`src/rtl/hazard_scoreboard.sv`:
```
// -----------------------------------------------------------------------------
// hazard_scoreboard
// Tracks in-flight destination registers of the 5-stage pipeline and freezes
// IF/ID while a source operand's producer has not yet reached a forwardable
// stage. It covers load-use and multi-cycle (mul/div) results that the EX
// bypass network cannot cover.
//
// Optional build macro: SCOREBOARD_STATS_EN (adds stall statistics counters).
//
// Ports:
//   clk_i              clock
//   rst_i              synchronous reset, active-high
//   issue_valid_i      instruction leaving ID into EX this cycle
//   issue_wen_i        that instruction writes the register file
//   issue_rd_i         its destination register
//   issue_lat_i        cycles until its result is forwardable (0 ALU, 1 load)
//   id_rs1_i/id_rs2_i  source registers of the instruction in ID
//   id_use_rs1_i/2_i   ID instruction reads rs1 / rs2
//   wb_valid_i         register-file write this cycle
//   wb_rd_i            writeback destination
//   flush_i            branch flush; cancels this cycle's issue
//   stall_o            hold PC and IF/ID, bubble into ID/EX (combinational)
//   busy_o             per-register busy vector
//   pending_cnt_o      registered popcount of busy_o
//   stall_cycles_o     (stats) cycles with stall_o high, saturating
//   raw_stall_cycles_o (stats) cycles with a RAW hazard, saturating
// -----------------------------------------------------------------------------
module hazard_scoreboard #(
    parameter int unsigned NUM_REGS = 32,
    parameter int unsigned LAT_W    = 3
) (
    input  logic                clk_i,
    input  logic                rst_i,
    input  logic                issue_valid_i,
    input  logic                issue_wen_i,
    input  logic [4:0]          issue_rd_i,
    input  logic [LAT_W-1:0]    issue_lat_i,
    input  logic [4:0]          id_rs1_i,
    input  logic [4:0]          id_rs2_i,
    input  logic                id_use_rs1_i,
    input  logic                id_use_rs2_i,
    input  logic                wb_valid_i,
    input  logic [4:0]          wb_rd_i,
    input  logic                flush_i,
    output logic                stall_o,
    output logic [NUM_REGS-1:0] busy_o,
`ifdef SCOREBOARD_STATS_EN
    output logic [31:0]         stall_cycles_o,
    output logic [31:0]         raw_stall_cycles_o,
`endif
    output logic [5:0]          pending_cnt_o
);

    localparam int unsigned RD_W  = 5;
    localparam int unsigned CNT_W = 6;

    logic [NUM_REGS-1:0] r_busy;
    logic [LAT_W-1:0]    r_cnt [NUM_REGS];
    logic [CNT_W-1:0]    r_pending;

    logic                w_raw_rs1;
    logic                w_raw_rs2;
    logic                w_raw;
    logic                w_waw;
    logic                w_stall;
    logic                w_issue_acc;
    logic                w_wb_en;
    logic [CNT_W-1:0]    w_popcount;

    // Hazard detection: a busy entry with cnt==0 is covered by forwarding.
    always_comb begin
        w_raw_rs1 = id_use_rs1_i && (id_rs1_i != '0) && r_busy[id_rs1_i]
                    && (r_cnt[id_rs1_i] != '0);
        w_raw_rs2 = id_use_rs2_i && (id_rs2_i != '0) && r_busy[id_rs2_i]
                    && (r_cnt[id_rs2_i] != '0);
        w_raw     = w_raw_rs1 || w_raw_rs2;
        // Keep a short op from overtaking a longer one to the same rd.
        w_waw     = issue_valid_i && issue_wen_i && (issue_rd_i != '0)
                    && r_busy[issue_rd_i] && (r_cnt[issue_rd_i] > issue_lat_i);
        w_stall   = w_raw || w_waw;
        w_issue_acc = issue_valid_i && issue_wen_i && (issue_rd_i != '0)
                      && !flush_i && !w_stall;
        w_wb_en   = wb_valid_i && (wb_rd_i != '0);
    end

    // Number of busy entries, registered below.
    always_comb begin
        w_popcount = '0;
        for (int unsigned r = 0; r < NUM_REGS; r++) begin
            w_popcount = w_popcount + CNT_W'(r_busy[RD_W'(r)]);
        end
    end

    // Entry update: issue beats writeback beats countdown.
    always_ff @(posedge clk_i) begin
        if (rst_i) begin
            r_busy    <= '0;
            r_pending <= '0;
            for (int unsigned r = 0; r < NUM_REGS; r++) begin
                r_cnt[RD_W'(r)] <= '0;
            end
        end else begin
            for (int unsigned r = 1; r < NUM_REGS; r++) begin
                if (w_issue_acc && (issue_rd_i == RD_W'(r))) begin
                    r_busy[RD_W'(r)] <= 1'b1;
                    r_cnt[RD_W'(r)]  <= issue_lat_i;
                end else if (w_wb_en && (wb_rd_i == RD_W'(r))) begin
                    r_busy[RD_W'(r)] <= 1'b0;
                    r_cnt[RD_W'(r)]  <= '0;
                end else if (r_busy[RD_W'(r)] && (r_cnt[RD_W'(r)] != '0)) begin
                    r_cnt[RD_W'(r)]  <= r_cnt[RD_W'(r)] - LAT_W'(1);
                end
            end
            r_busy[0] <= 1'b0;
            r_cnt[0]  <= '0;
            r_pending <= w_popcount;
        end
    end

`ifdef SCOREBOARD_STATS_EN
    logic [31:0] r_stall_cycles;
    logic [31:0] r_raw_stall_cycles;

    // Saturating stall statistics.
    always_ff @(posedge clk_i) begin
        if (rst_i) begin
            r_stall_cycles     <= '0;
            r_raw_stall_cycles <= '0;
        end else begin
            if (w_stall && (r_stall_cycles != '1)) begin
                r_stall_cycles <= r_stall_cycles + 32'(1);
            end
            if (w_raw && (r_raw_stall_cycles != '1)) begin
                r_raw_stall_cycles <= r_raw_stall_cycles + 32'(1);
            end
        end
    end

    assign stall_cycles_o     = r_stall_cycles;
    assign raw_stall_cycles_o = r_raw_stall_cycles;
`endif

    assign stall_o       = w_stall;
    assign busy_o        = r_busy;
    assign pending_cnt_o = r_pending;

endmodule

```
`config.mk`:
```
export PLATFORM = sky130hd
export DESIGN_NAME = hazard_scoreboard
export DESIGN_NICKNAME = d
export VERILOG_FILES = /design/src/rtl/hazard_scoreboard.sv
export SDC_FILE = /design/constraint.sdc
export NUM_CORES = 1
export LEC_CHECK = 0
export ABC_AREA = 1
export CORE_UTILIZATION = 35
export DETAILED_ROUTE_END_ITERATION = 8
export GPL_TIMING_DRIVEN = 0
export HOLD_SLACK_MARGIN = 0.15
export REMOVE_ABC_BUFFERS = 1
export SLEW_MARGIN = 15
export SYNTH_ARGS = -nofsm -noshare
export SYNTH_HDL_FRONTEND = slang
export SYNTH_SLANG_ARGS = --single-unit
export TNS_END_PERCENT = 1
```
`constraint.sdc`:
```
create_clock -name clk_i -period 6.3 [get_ports clk_i]
set_input_delay 0.63 -clock clk_i [delete_from_list [all_inputs] [get_ports clk_i]]
set_output_delay 0.63 -clock clk_i [all_outputs]
set_load 0.01 [all_outputs]
```
==> flow_summary.toml, run 1 <==
[critical_path]
cp-start-kind = "input pin"
ff2ff_path_depth = 17
cp_max_fo = 26
reg2reg_from = "busy_o[1]"
worstSetupPathType = "input pin to primary output"
cp_data_arrival_time_ns = 5.61
startpoint = "issue_rd_i[1]"
cpMaxStageDelayCell = "clkdlybuf4s50_1"
critical_path.cell_chain = "clkdlybuf4s50_1 -> inv_2 -> nand2_2 -> o22ai_1 -> o21ai_0 -> nand4_1 -> nor2_1 -> a41oi_1 -> ha_1 -> a21oi_1 -> o21ai_0 -> nand2_1 -> nor2_1 -> o21ai_1 -> nor2_2 -> inv_1 -> nand2_1 -> nor2_4 -> buf_16 -> inv_1 -> clkdlybuf4s50_1"
critical-path-max-stage-delay_ns = 0.72
cp.required_ns = 5.67
critPathCaptureType = "primary output"

[drt]
via_per_inst = 5.56
wire_per_inst_um = 19.5
drt_wl_total_um = 48100
ant_nets = 0
first_iter_violations = 1453
vias = 13700
post-route-drc-count = 0
firstDrtPassIters = 6

[timing]
setup_viol = 0
fmax_ghz = 0.160
clock_skew_ns = 0.0125
fin_hold_ws_ns = 0.555
finalCriticalPeriod_ns = 6.24
tightest_slew_ns = 1.24
finalCritPeriodShare = 0.991
slew_headroom = 0.174
rsz0062_at_grt = "false"
slew_violations = 0
hold_viol = 0
setup-tns-final_ns = 0

[status]
status = "complete, no violations"

[clock_tree]
cts_tree = "built"
cts_root_buf = "clkbuf_16"
insertion_delay_ns = 0.46
clk_pin_slew_worst_paths_ns = 0.06
numCtsBuffers = 17
cts_buffer_depth = 2
cts.sinks = 130
cts_max_level = 4

[floorplan]
initial_utilization = 0.360
die_h_um = 191
core-area_sq_um = 34900
die_w_um = 191
num_io_pins = 70
dieArea_sq_um = 36600
rows = 68

[logic_synthesis]
ys_warn_count = 0
syn_inst = 1970
synth_top_family_by_area = "simple AND/OR/NAND/NOR gates"
synth_xor_area_frac = 0.0112
synth_flop_cell = "dfxtp_1"
synth-simple-area-share = 0.392
ys_types = 43
synth-seq-cells = 130
synth_compound_area_frac = 0.109
ys_seq_area_frac = 0.248
synth_mux_area_frac = 0
synth_edf_count = 51
async_reset_ff_frac = 0
syn_area_per_cell_sq_um = 6.37
synth_adder_area_share = 0.109
syn_area_sq_um = 12500

[global_routing]
antenna_found_initial = 0
grt_pass1_wl_um = 73500
grt_max_degree = 90
gr-total-overflow = 0
grt_pass1_vias = 12800
grt_use_total = 0.269

[power_and_ir_drop]
ir_drop_v = 0.000192
leakagePower_nw = 7.07
powerDensity_nw_per_um2 = 162

[finish]
nets = 2124
drive_above_1_share = 0.0617
final_common_cell = "nand2_1"
area_delta_synth_final_pct = 13.9
layout_common_cells = "nand2_1 (483), inv_1 (338), nand3_1 (253), nor2_1 (200)"
insertedDiodeCount = 0
instances_no_fill = 2466

[place]
portBuffers = 68
dpl.hpwl_um = 36000
dp.cells = 2431
gp_congestion = 0.989

[min_path]
min-delay-start = "busy_o[21]"
hp-class = "register to register"
holdPathStages = 2

[job]
maxCapViolCount = 0
==> routing by layer <==
metal | GRT usage | vias up | wire, um
li1 | - | 6509 | -
met1 | 0.355 | 6380 | 20100
met2 | 0.423 | 698 | 21400
met3 | 0.0492 | 128 | 4430
met4 | 0.128 | 0 | 2140
met5 | 0 | - | 0
==> power breakdown <==
part           switching (mW)  internal, mW
clock network           0.423         0.581
registers              0.0113         0.891
logic                   0.294         0.121
==> worst max-delay path: cells and delay by family <==
| kind | cells | cell delay, ns |
|---|---|---|
| and+or+nand+nor | 8 | 1.76 |
| AOI/OAI and AO/OA | 6 | 1.15 |
| adders and majority gates | 1 | 0.37 |
| buffers and inverters | 6 | 1.69 |
==> synth_stat cells, types with 16 or more instances <==
master / count / share of area
nor3_1: 18 / 0.0072
a41oi_1: 32 / 0.022
nor2_1: 201 / 0.060
nand4_2: 23 / 0.023
inv_1: 341 / 0.10
nand2_1: 484 / 0.14
or2_2: 19 / 0.0095
fa_1: 23 / 0.037
buf_1: 16 / 0.0048
dfxtp_1: 79 / 0.13
a21oi_1: 30 / 0.012
clkbuf_1: 35 / 0.010
ha_1: 72 / 0.072
nand4_1: 58 / 0.029
nand3_1: 253 / 0.10
edfxtp_1: 51 / 0.12
o21ai_0: 79 / 0.032
o22ai_1: 50 / 0.025
==> final timing paths <==
check	slack, ns	to
max reg2reg	1.29	pending_cnt_o[4]
min reg2reg	0.56	busy_o[21]
max	0.06	stall_o
min	0.56	busy_o[21]
==> registers in the layout, summed over array words and instances (netlist names) <==
signal / flops
r_cnt: 93
pending_cnt_o: 6
busy_o: 31
==> repair_timing <==
item | CTS | global route
cloned | 1 | 0
endpoints found under the setup margin | 1 | 1
setup buffers | 2 | 0
hold buffers | 0 | 0
resized for setup | 2 | 2
==> cell type report <==
| type | count | area (sq um) |
|---|---|---|
| Clock buffer | 19 | 433 |
| Clock inverter | 13 | 138 |
| Fill cell | 3751 | 20600 |
| Inverter | 350 | 1320 |
| Multi-Input combinational cell | 1420 | 7820 |
| Sequential cell | 130 | 3110 |
| Tap cell | 455 | 569 |
| Timing Repair Buffer | 78 | 888 |
| Timing Repair inverter | 1 | 7.51 |
==> per-stage QoR <==
stage	cell area (sq um)	util	worst slack, ns	total power [mW]
after floorplan	12200	-	1.58	1.14
after global placement	13500	0.386	-2.00	1.30
after detailed placement	13700	0.392	-0.123	1.32
after CTS	14300	0.409	0.177	2.32
after global routing	14300	0.410	0.00573	2.40
final	14300	0.410	0.0573	2.32
==> cells by family (layout without fill, tap and decap cells) <==
| family | count (synthesis) | count (layout) |
|---|---|---|
| simple gates | 1086 | 1086 |
| buf+inv | 420 | 461 |
| compound gates | 222 | 222 |
| flops | 130 | 130 |
| fa+ha+maj | 95 | 95 |
| xor+xnor | 16 | 16 |
| other cells | 1 | 1 |
No activity file was read; power rests on OpenSTA's default activity.
==> run 2, diff against run 1 <==
--- a/config.mk
+++ b/config.mk
@@ -6,10 +6,13 @@
 export NUM_CORES = 1
 export LEC_CHECK = 0
 export ABC_AREA = 1
+export CELL_PAD_IN_SITES_DETAIL_PLACEMENT = 0
+export CELL_PAD_IN_SITES_GLOBAL_PLACEMENT = 1
 export CORE_UTILIZATION = 35
 export DETAILED_ROUTE_END_ITERATION = 8
 export GPL_TIMING_DRIVEN = 0
-export HOLD_SLACK_MARGIN = 0.15
+export HOLD_SLACK_MARGIN = 0.02
+export PLACE_DENSITY_LB_ADDON = 0.1
 export REMOVE_ABC_BUFFERS = 1
 export SLEW_MARGIN = 15
 export SYNTH_ARGS = -nofsm -noshare
==> run 2 against run 1 <==
Effect of this change: clock skew grew 0.0025 ns; die area is the same; largest cell class unchanged; worst hold slack lost 0.0078 ns; critical path type unchanged; final cell count grew 0.20%; clock-buffer cell count grew 7; global-route usage grew 1.9 points.
==> flow_summary.toml, run 2 (synthesis gave the netlist of run 1 again) <==
[timing]
fmax_ghz = 0.174
tightest_slew_ns = 1.25
slew_violations = 0
hold_viol = 0
setup_viol = 0
slew_headroom = 0.163
clock_skew_ns = 0.0150
fin_hold_ws_ns = 0.548
finalCritPeriodShare = 0.911
rsz0062_at_grt = "false"
finalCriticalPeriod_ns = 5.74

[global_routing]
grt_pass1_wl_um = 77300
gr-total-overflow = 0
grt_max_degree = 99
grt_pass1_vias = 12700
grt_use_total = 0.288
antenna_found_initial = 0

[finish]
largest_reg_flops = 93
final_common_cell = "nand2_1"
area_delta_synth_final_pct = 13.7
layout_common_cells = "nand2_1 (483), inv_1 (338), nand3_1 (253), nor2_1 (199)"
insertedDiodeCount = 0
multi_input_area_sq_um = 7830
n_fill_cell = 3838
regArea_sq_um = 3110
top_register = "r_cnt"
drive_above_1_share = 0.0645
nets = 2130

[power_and_ir_drop]
fin_total_pwr_mw = 2.28
leakagePower_nw = 7.08
ir_drop_v = 0.000217
powerDensity_nw_per_um2 = 160

[critical_path]
cp.required_ns = 5.67
cp_max_fo = 31
critical_path.cell_chain = "clkdlybuf4s50_1 -> inv_1 -> nand2_4 -> o22ai_1 -> o21ai_0 -> nand4_1 -> nor2_1 -> a41oi_1 -> ha_1 -> nand2_1 -> o21ai_0 -> nand2_1 -> nor2_1 -> o21ai_1 -> nor2_2 -> inv_1 -> nand2_1 -> nor2_4 -> buf_12 -> inv_1 -> clkdlybuf4s50_1"
cpMaxStageDelayCell = "clkdlybuf4s50_1"
worstSetupPathType = "input pin to primary output"
critical-path-max-stage-delay_ns = 0.79
cp-start-kind = "input pin"
path_delay_family = "buffers and inverters"
critPathCaptureType = "primary output"
cp_data_arrival_time_ns = 5.11
cp_num_buf_inv = 6

[clock_tree]
cts.sinks = 130
cts_tree = "built"
clk_pin_slew_worst_paths_ns = 0.06
ctsHoldBuffers = 0
numCtsBuffers = 17
cts_max_level = 4
cts_buffer_depth = 2
insertion_delay_ns = 0.46
cts_root_buf = "clkbuf_16"

[floorplan]
dieArea_sq_um = 36600
initial_utilization = 0.360
num_io_pins = 70
die_w_um = 191
core-area_sq_um = 34900
die_h_um = 191
rows = 68

[min_path]
hp-class = "register to register"

[place]
dpl.hpwl_um = 38600
portBuffers = 68
gp_congestion = 0.929

[drt]
wire_per_inst_um = 20.9
firstDrtPassIters = 6
via_per_inst = 5.48
drt_wl_total_um = 51700
post-route-drc-count = 0
first_iter_violations = 1213
ant_nets = 0
vias = 13500

[status]
status = "complete, no violations"

[job]
maxCapViolCount = 0
[run 2: cell types whose count changed in the layout (fill, tap and decap cells not counted), moves of 2 or more]
cell | previous run | this run
clkbuf_8 | 0 | 5
clkbuf_1 | 2 | 4
buf_12 | 1 | 6
clkinv_4 | 4 | 0
buf_4 | 2 | 8
clkinvlp_4 | 4 | 2
buf_16 | 7 | 2
bufinv_16 | 2 | 0
[run 2: worst paths after layout]
path	from	end	slack, ns	depth (start not counted)
max	issue_rd_i[0]	stall_o	0.56	21
min	busy_o[24]	busy_o[24]	0.55	2
max reg2reg	busy_o[12]	pending_cnt_o[4]	1.23	17
min reg2reg	busy_o[24]	busy_o[24]	0.55	2
[run 2: tightest hold or removal path, cell delays in order (launching register included)]
cell and delay, ns:
dfxtp_1 0.33, nand3_1 0.11, nand2_1 0.06
[run 2: stage by stage]
step / setup TNS, ns / utilization / setup slack (ns) / std cells / instance area, sq um
final: 0 / 0.409 / 0.560 / 2471 / 14300
after detailed placement: -0.709 / 0.391 / -0.128 / 2430 / 13600
after floorplan: 0 / - / 1.58 / 1900 / 12200
after global routing: 0 / 0.409 / 0.352 / 2471 / 14300
after CTS: 0 / 0.406 / 0.0325 / 2462 / 14200
after global placement: -317.73 / 0.386 / -2.22 / 2423 / 13500
[run 2: layout make-up]
class | instances | share of cell area
clock buffer | 26 | 0.0357
clock inverter | 5 | 0.00184
inverter | 350 | 0.0927
multi-input combinational | 1420 | 0.549
sequential | 130 | 0.218
tap | 455 | 0.0399
timing repair buffer | 84 | 0.0625
timing repair inverter | 1 | 0.000526
[run 2: layer usage]
metal	vias to the layer above	part of all wire	track usage
met2	497	0.45	0.464
met3	110	0.067	0.0450
met1	6418	0.44	0.381
li1	6524	-	-
met5	-	0	0
met4	0	0.039	0.126
[run 2: repair_timing]
action                                  4_1_cts  5_1_grt
endpoints found under the setup margin        1        1
pin swaps                                     0        1
gates cloned                                  1        0
buffers inserted                              0        9
gates resized for setup                       2        4
[run 2: power by group]
group	switching [mW]	internal, mW
logic	0.303	0.121
clock network	0.408	0.550
registers	0.0113	0.891
total	0.722	1.56
